[config.mk]
export PLATFORM = sky130hd
export DESIGN_NAME = bomb_round_judge
export DESIGN_NICKNAME = d
export VERILOG_FILES = /design/src/rtl/bomb_pkg.sv /design/src/rtl/sec_tick_gen.sv /design/src/rtl/bomb_round_judge.sv
export SDC_FILE = /design/constraint.sdc
export NUM_CORES = 1
export LEC_CHECK = 0
export BUFFER_PORTS_ARGS = -buffer_cell sky130_fd_sc_hd__buf_2
export CORE_ASPECT_RATIO = 0.7
export CORE_MARGIN = 4
export CORE_UTILIZATION = 58
export CTS_CLUSTER_SIZE = 30
export DETAILED_ROUTE_END_ITERATION = 6
export PLACE_DENSITY = 0.79
export SLEW_MARGIN = 20
export SYNTH_ARGS = -nofsm -noshare
export SYNTH_HDL_FRONTEND = slang
export SYNTH_SLANG_ARGS = --single-unit
[constraint.sdc]
create_clock -name clk -period 2.7 [get_ports clk]
set_input_delay 0.135 -clock clk [delete_from_list [all_inputs] [get_ports clk]]
set_output_delay 0.135 -clock clk [all_outputs]
set_load 0.05 [all_outputs]
[src/rtl/bomb_pkg.sv]
// Shared definitions for the bomb round judge: FSM state encoding, code width
// and default phase timings.
package bomb_pkg;

    typedef enum logic [2:0] {
        IDLE,
        SHOW,
        ENTRY,
        WIN,
        LOSE,
        RESTART
    } state_t;

    localparam int unsigned CODE_W           = 5;
    localparam int unsigned SHOW_SEC_DEF     = 5;
    localparam int unsigned COUNT_SEC_DEF    = 20;
    localparam int unsigned END_HOLD_SEC_DEF = 3;
    localparam int unsigned MAX_TRIES_DEF    = 3;

endpackage

[src/rtl/sec_tick_gen.sv]
// One-second prescaler: tick is high on the last cycle of each TICK_DIV period;
// clr restarts the period so the next cycle counts as cycle 0.
module sec_tick_gen #(
    parameter int unsigned TICK_DIV = 50_000_000
) (
    input  logic clk,
    input  logic rst_p,
    input  logic clr,
    output logic tick
);

    localparam int unsigned CW = (TICK_DIV > 1) ? $clog2(TICK_DIV) : 1;

    logic [CW-1:0] cnt;

    always_comb begin
        tick = (cnt == CW'(TICK_DIV - 1));
    end

    always_ff @(posedge clk) begin
        if (rst_p || clr || tick) begin
            cnt <= '0;
        end else begin
            cnt <= cnt + CW'(1);
        end
    end

endmodule

[src/rtl/bomb_round_judge.sv]
// Round judge: times the code display and defuse countdown, checks confirmed
// switch codes against the latched secret, and reports win/lose then restart.
module bomb_round_judge #(
    parameter int unsigned TICK_DIV     = 50_000_000,
    parameter int unsigned SHOW_SEC     = bomb_pkg::SHOW_SEC_DEF,
    parameter int unsigned COUNT_SEC    = bomb_pkg::COUNT_SEC_DEF,
    parameter int unsigned MAX_TRIES    = bomb_pkg::MAX_TRIES_DEF,
    parameter int unsigned END_HOLD_SEC = bomb_pkg::END_HOLD_SEC_DEF,
    parameter int unsigned CODE_W       = bomb_pkg::CODE_W
) (
    input  logic              clk,
    input  logic              rst_p,
    input  logic              showing,
    input  logic              startInput,
    input  logic [CODE_W-1:0] random,
    input  logic [CODE_W-1:0] code_in,
    input  logic              confirm,
    output logic              endOfShow,
    output logic              infail,
    output logic              insuccess,
    output logic              repeatRst,
    output logic [CODE_W-1:0] secret,
    output logic [4:0]        sec_left,
    output logic [1:0]        tries_left
);

    import bomb_pkg::*;

    state_t     state;
    logic       confirm_d;
    logic       tick;
    logic       clr;
    logic       cfm_edge;
    logic       cfm_ok;
    logic       match;
    logic       last_sec;
    logic       out_of_tries;
    logic       abort;
    logic [4:0] sec_dec;
    logic [1:0] tries_dec;

    sec_tick_gen #(
        .TICK_DIV(TICK_DIV)
    ) u_tick (
        .clk  (clk),
        .rst_p(rst_p),
        .clr  (clr),
        .tick (tick)
    );

    // Event decode shared by the FSM and the prescaler clear, so the clear
    // fires on exactly the cycles where the state register changes.
    always_comb begin
        cfm_edge     = confirm & ~confirm_d;
        cfm_ok       = (state == ENTRY) && startInput && cfm_edge;
        match        = cfm_ok && (code_in == secret);
        last_sec     = tick && (sec_left == 5'd1);
        out_of_tries = cfm_ok && !match && (tries_left <= 2'd1);
        abort        = !showing && (state inside {SHOW, ENTRY, WIN, LOSE});
        sec_dec      = (sec_left == '0) ? '0 : sec_left - 5'd1;
        tries_dec    = (tries_left == '0) ? '0 : tries_left - 2'd1;

        clr = 1'b0;
        case (state)
            IDLE:      clr = showing;
            SHOW:      clr = abort || last_sec;
            ENTRY:     clr = abort || match || out_of_tries || last_sec;
            WIN, LOSE: clr = abort || last_sec;
            RESTART:   clr = 1'b1;
            default:   clr = 1'b1;
        endcase
    end

    always_ff @(posedge clk) begin
        if (rst_p) begin
            state      <= IDLE;
            confirm_d  <= 1'b0;
            endOfShow  <= 1'b0;
            infail     <= 1'b0;
            insuccess  <= 1'b0;
            repeatRst  <= 1'b0;
            secret     <= '0;
            sec_left   <= '0;
            tries_left <= '0;
        end else begin
            confirm_d <= confirm;
            repeatRst <= 1'b0;
            if (abort) begin
                state      <= IDLE;
                endOfShow  <= 1'b0;
                infail     <= 1'b0;
                insuccess  <= 1'b0;
                secret     <= '0;
                sec_left   <= '0;
                tries_left <= '0;
            end else begin
                case (state)
                    IDLE: begin
                        if (showing) begin
                            secret     <= random;
                            sec_left   <= 5'(SHOW_SEC);
                            tries_left <= 2'(MAX_TRIES);
                            state      <= SHOW;
                        end
                    end
                    SHOW: begin
                        if (last_sec) begin
                            endOfShow <= 1'b1;
                            sec_left  <= 5'(COUNT_SEC);
                            state     <= ENTRY;
                        end else if (tick) begin
                            sec_left <= sec_dec;
                        end
                    end
                    ENTRY: begin
                        if (match) begin
                            insuccess <= 1'b1;
                            sec_left  <= 5'(END_HOLD_SEC);
                            state     <= WIN;
                        end else begin
                            if (cfm_ok) begin
                                tries_left <= tries_dec;
                            end
                            if (out_of_tries || last_sec) begin
                                infail   <= 1'b1;
                                sec_left <= 5'(END_HOLD_SEC);
                                state    <= LOSE;
                            end else if (tick) begin
                                sec_left <= sec_dec;
                            end
                        end
                    end
                    WIN, LOSE: begin
                        if (last_sec) begin
                            sec_left  <= '0;
                            repeatRst <= 1'b1;
                            infail    <= 1'b0;
                            insuccess <= 1'b0;
                            endOfShow <= 1'b0;
                            state     <= RESTART;
                        end else if (tick) begin
                            sec_left <= sec_dec;
                        end
                    end
                    RESTART: begin
                        state <= IDLE;
                    end
                    default: begin
                        state <= IDLE;
                    end
                endcase
            end
        end
    end

endmodule
==> metrics.yaml <==
layout:
  fillers: 372
  multiInputGateArea_um2: 1543
  final_util_pct: 65.87
  area_growth_syn_to_layout_pct: 9.831
  seq_area_um2: 920.9
  fin_nets: 351
  drive_gt1_share_pct: 20.12
  final_cell_area_um2: 2851
  diodes: 0
route:
  wl_per_cell_um: 14.88
  vias: 2319
  postRouteAntennaNets: 0
  drc_errors: 0
  routed_wirelength_um: 5772
  drt_iter0_drc: 245
  firstDrtPassIters: 5
  vias_per_cell: 5.977
timing:
  final_hold_viol_count: 0
  fin_crit_ns: 2.354
  worst_slew_pin_slew_ns: 0.7036
  slew_violations: 0
  setup_viol: 0
  rsz0062_at_grt: "no"
  max_freq_mhz: 424.9
  max-slew-margin-rel_pct: 52.60
  finalCritPeriodShare_pct: 87.17
  finalSetupTns_ns: 0
  clock-skew-final_ns: 0.005904
die:
  core_um2: 4329
  start_util_pct: 59.97
  die_area_um2: 5628
  die_y_um: 63.98
  die_w_um: 87.97
  io-pin-count: 31
  num_rows: 20
clock_network:
  clock_latency_ns: 0.30
  cts_buffer_depth: 2
  clock_sinks: 46
  hold_buffers: 0
  cts-buffers-inserted: 5
  htreeDepth: 2
  clkTransAtPathRegs_ns: 0.09
  postCtsSetupRepairBufs: 0
  cts_root_buf: "clkbuf_8"
  cts_tree: "done"
  cts_resized: 0
place:
  dp_hpwl_um: 4208
  io_buffers: 30
  placed_area_um2: 2765
  gp_congestion: 0.9486
setup_path:
  cp-end-kind: "flop"
  cp.required_ns: 2.87
  cpPeakStageDelay_ns: 0.55
  timing.critical_path.max_delay_family: "simple AND/OR/NAND/NOR gates"
  cp_cell_sequence: "or3b_1, nor4_4, a211oi_1, o21ai_2, nor2_1"
  slowest_stage: "or3b_1"
  path_class: "reg -> reg"
  path_max_fanout: 12
  arrival_ns: 2.53
  path_buf_inv: 0
  startpoint_type: "flop"
synthesis:
  synthCells: 302
  yosysWarnings: 0
  async_reset_ff_share_pct: 0
  synth.distinct_cells: 62
  synth.avg_cell_area_um2: 8.597
  synth_edf_count: 0
  yosysSeqAreaShare_pct: 35.47
  synth_top_area_share_pct: 35.47
  syn_area_um2: 2596
  postSynth.topFlopCell: "dfxtp_1"
  ys_top_cells_by_area: "dfxtp_1 (35%), xor2_1 (7.4%), nor2_1 (4.9%)"
  syn-num-nets: 321
  ys_seq_elements: 46
  synth_largest_area_cell: "dfxtp_1"
flow_run:
  cap_violations: 0
pwr:
  max-vdd-ir-drop_v: 0.0004054
  powerDensity_nw_per_um2: 461.2
  p_leak_uw: 0.001050
global_route:
  grt_pass1_wl_um: 9894
  grt_max_degree: 17
  gr-total-overflow: 0
  grt_pass1_vias: 2041
  gr-usage-all-layers_pct: 21.91
  grt_antenna_before_repair: 0
worst_hold_path:
  hold_path.class: "in -> reg"
run_status:
  run_status: "finished clean"
state kept, by name (all words and copies together), names as in the netlist:
signal      flops
insuccess       1
infail          1
tries_left      2
endOfShow       1
sec_left        5
secret          5
confirm_d       1
state           3
u_tick.cnt     26
repeatRst       1
synth_stat cells, types with 3 or more instances:
cell	number
a211oi_1	7
a21o_1	4
a21oi_1	16
a31oi_1	4
and3_1	4
buf_6	5
clkbuf_1	6
dfxtp_1	46
ha_1	4
inv_1	8
nand2_1	28
nand3_1	11
nand4_1	10
nor2_1	34
nor2b_1	3
nor3_1	8
nor3b_1	3
nor4_1	6
nor4b_1	4
o21ai_0	9
or2_2	3
or4_1	4
xnor2_1	7
xor2_1	22
cell usage in the layout (no fill, tap or decap), types with 2 or more instances in the layout:
cell type   n
a211oi_1    7
nor4b_2     2
buf_2      30
or3_1       2
and3_1      4
a2bb2oi_1   2
a31o_2      2
nor2b_1     3
nand4_1    10
buf_4       7
dfxtp_1    46
xor2_1     22
xnor2_1     7
nor4_1      6
a31oi_1     4
nor2_1     34
o21ai_0     9
clkbuf_8    5
o41ai_1     2
or4_1       4
a21oi_1    16
nor4b_1     4
nand3_1    11
o31a_2      2
inv_1       8
or2_2       3
ha_1        4
nor3_1      8
and4_1      2
nand2_1    28
o31ai_1     2
a21o_1      4
nor3b_1     3
where the power goes:
part	switching (uW)	total (uW)	internal (uW)
Combinational	122	187	64.3
Clock	236	419	183
Sequential	17.5	710	692
Total	376	1320	940
kinds of logic (layout without fill, tap and decap cells):
group	Yosys count	count (layout)	share of synthesized area, %
buf+inv	22	53	5.108
compound gates	61	61	16.92
fa+ha+maj	4	4	1.928
flops	46	46	35.47
simple gates	139	139	30.41
xor+xnor	29	29	9.783
mux	1	1	0.3856
layout make-up:
cell class                 count  share of cell area (%)
sequential                    46                   32.29
clock inverter                 2                  0.4827
timing repair buffer          37                   7.108
multi-input combinational    234                   54.10
clock buffer                   6                   2.545
tap                           55                   2.413
inverter                       8                   1.053
worst paths after layout:
kind	startpoint	endpoint	slack (ns)	cells past startpoint
max	state[1]$_SDFFE_PP0P_	u_tick.cnt[10]$_SDFF_PP0_	0.35	5
min	rst_p	confirm_d$_SDFF_PP0_	0.03	2
max reg2reg	state[1]$_SDFFE_PP0P_	u_tick.cnt[10]$_SDFF_PP0_	0.35	5
min reg2reg	u_tick.cnt[0]$_SDFF_PP0_	u_tick.cnt[0]$_SDFF_PP0_	0.46	1
through the flow:
| stage | cells | hold slack [ns] | total power, uW | setup WS [ns] |
|---|---|---|---|---|
| 2_1_floorplan | 302 | 0.2066 | 865.9 | 0.3642 |
| 3_3_place_gp | 380 | 0.3424 | 908.0 | 0.4299 |
| 3_5_place_dp | 380 | 0.3435 | 909.0 | 0.3724 |
| 4_1_cts | 388 | 0.02266 | 1317 | 0.3682 |
| 5_1_grt | 388 | 0.02583 | 1372 | 0.1579 |
| 6_report | 388 | 0.03389 | 1315 | 0.3464 |
per-layer routing:
| layer | wire, um | share of wire (%) | GRT usage, % |
|---|---|---|---|
| met3 | 431 | 7.5 | 4.253 |
| met4 | 55 | 0.95 | 4.598 |
| met1 | 3042 | 53 | 35.06 |
| met2 | 2242 | 39 | 29.79 |
| met5 | 0 | 0 | 0 |
worst register-to-register path: cells and delay by family (launching register included):
| family | cells | cell delay, ns |
|---|---|---|
| AND/OR/NAND/NOR | 3 | 1.06 |
| AO/OA/AOI/OAI | 2 | 0.66 |
| flip-flops | 1 | 0.51 |
No activity file was read; power rests on OpenSTA's default activity.
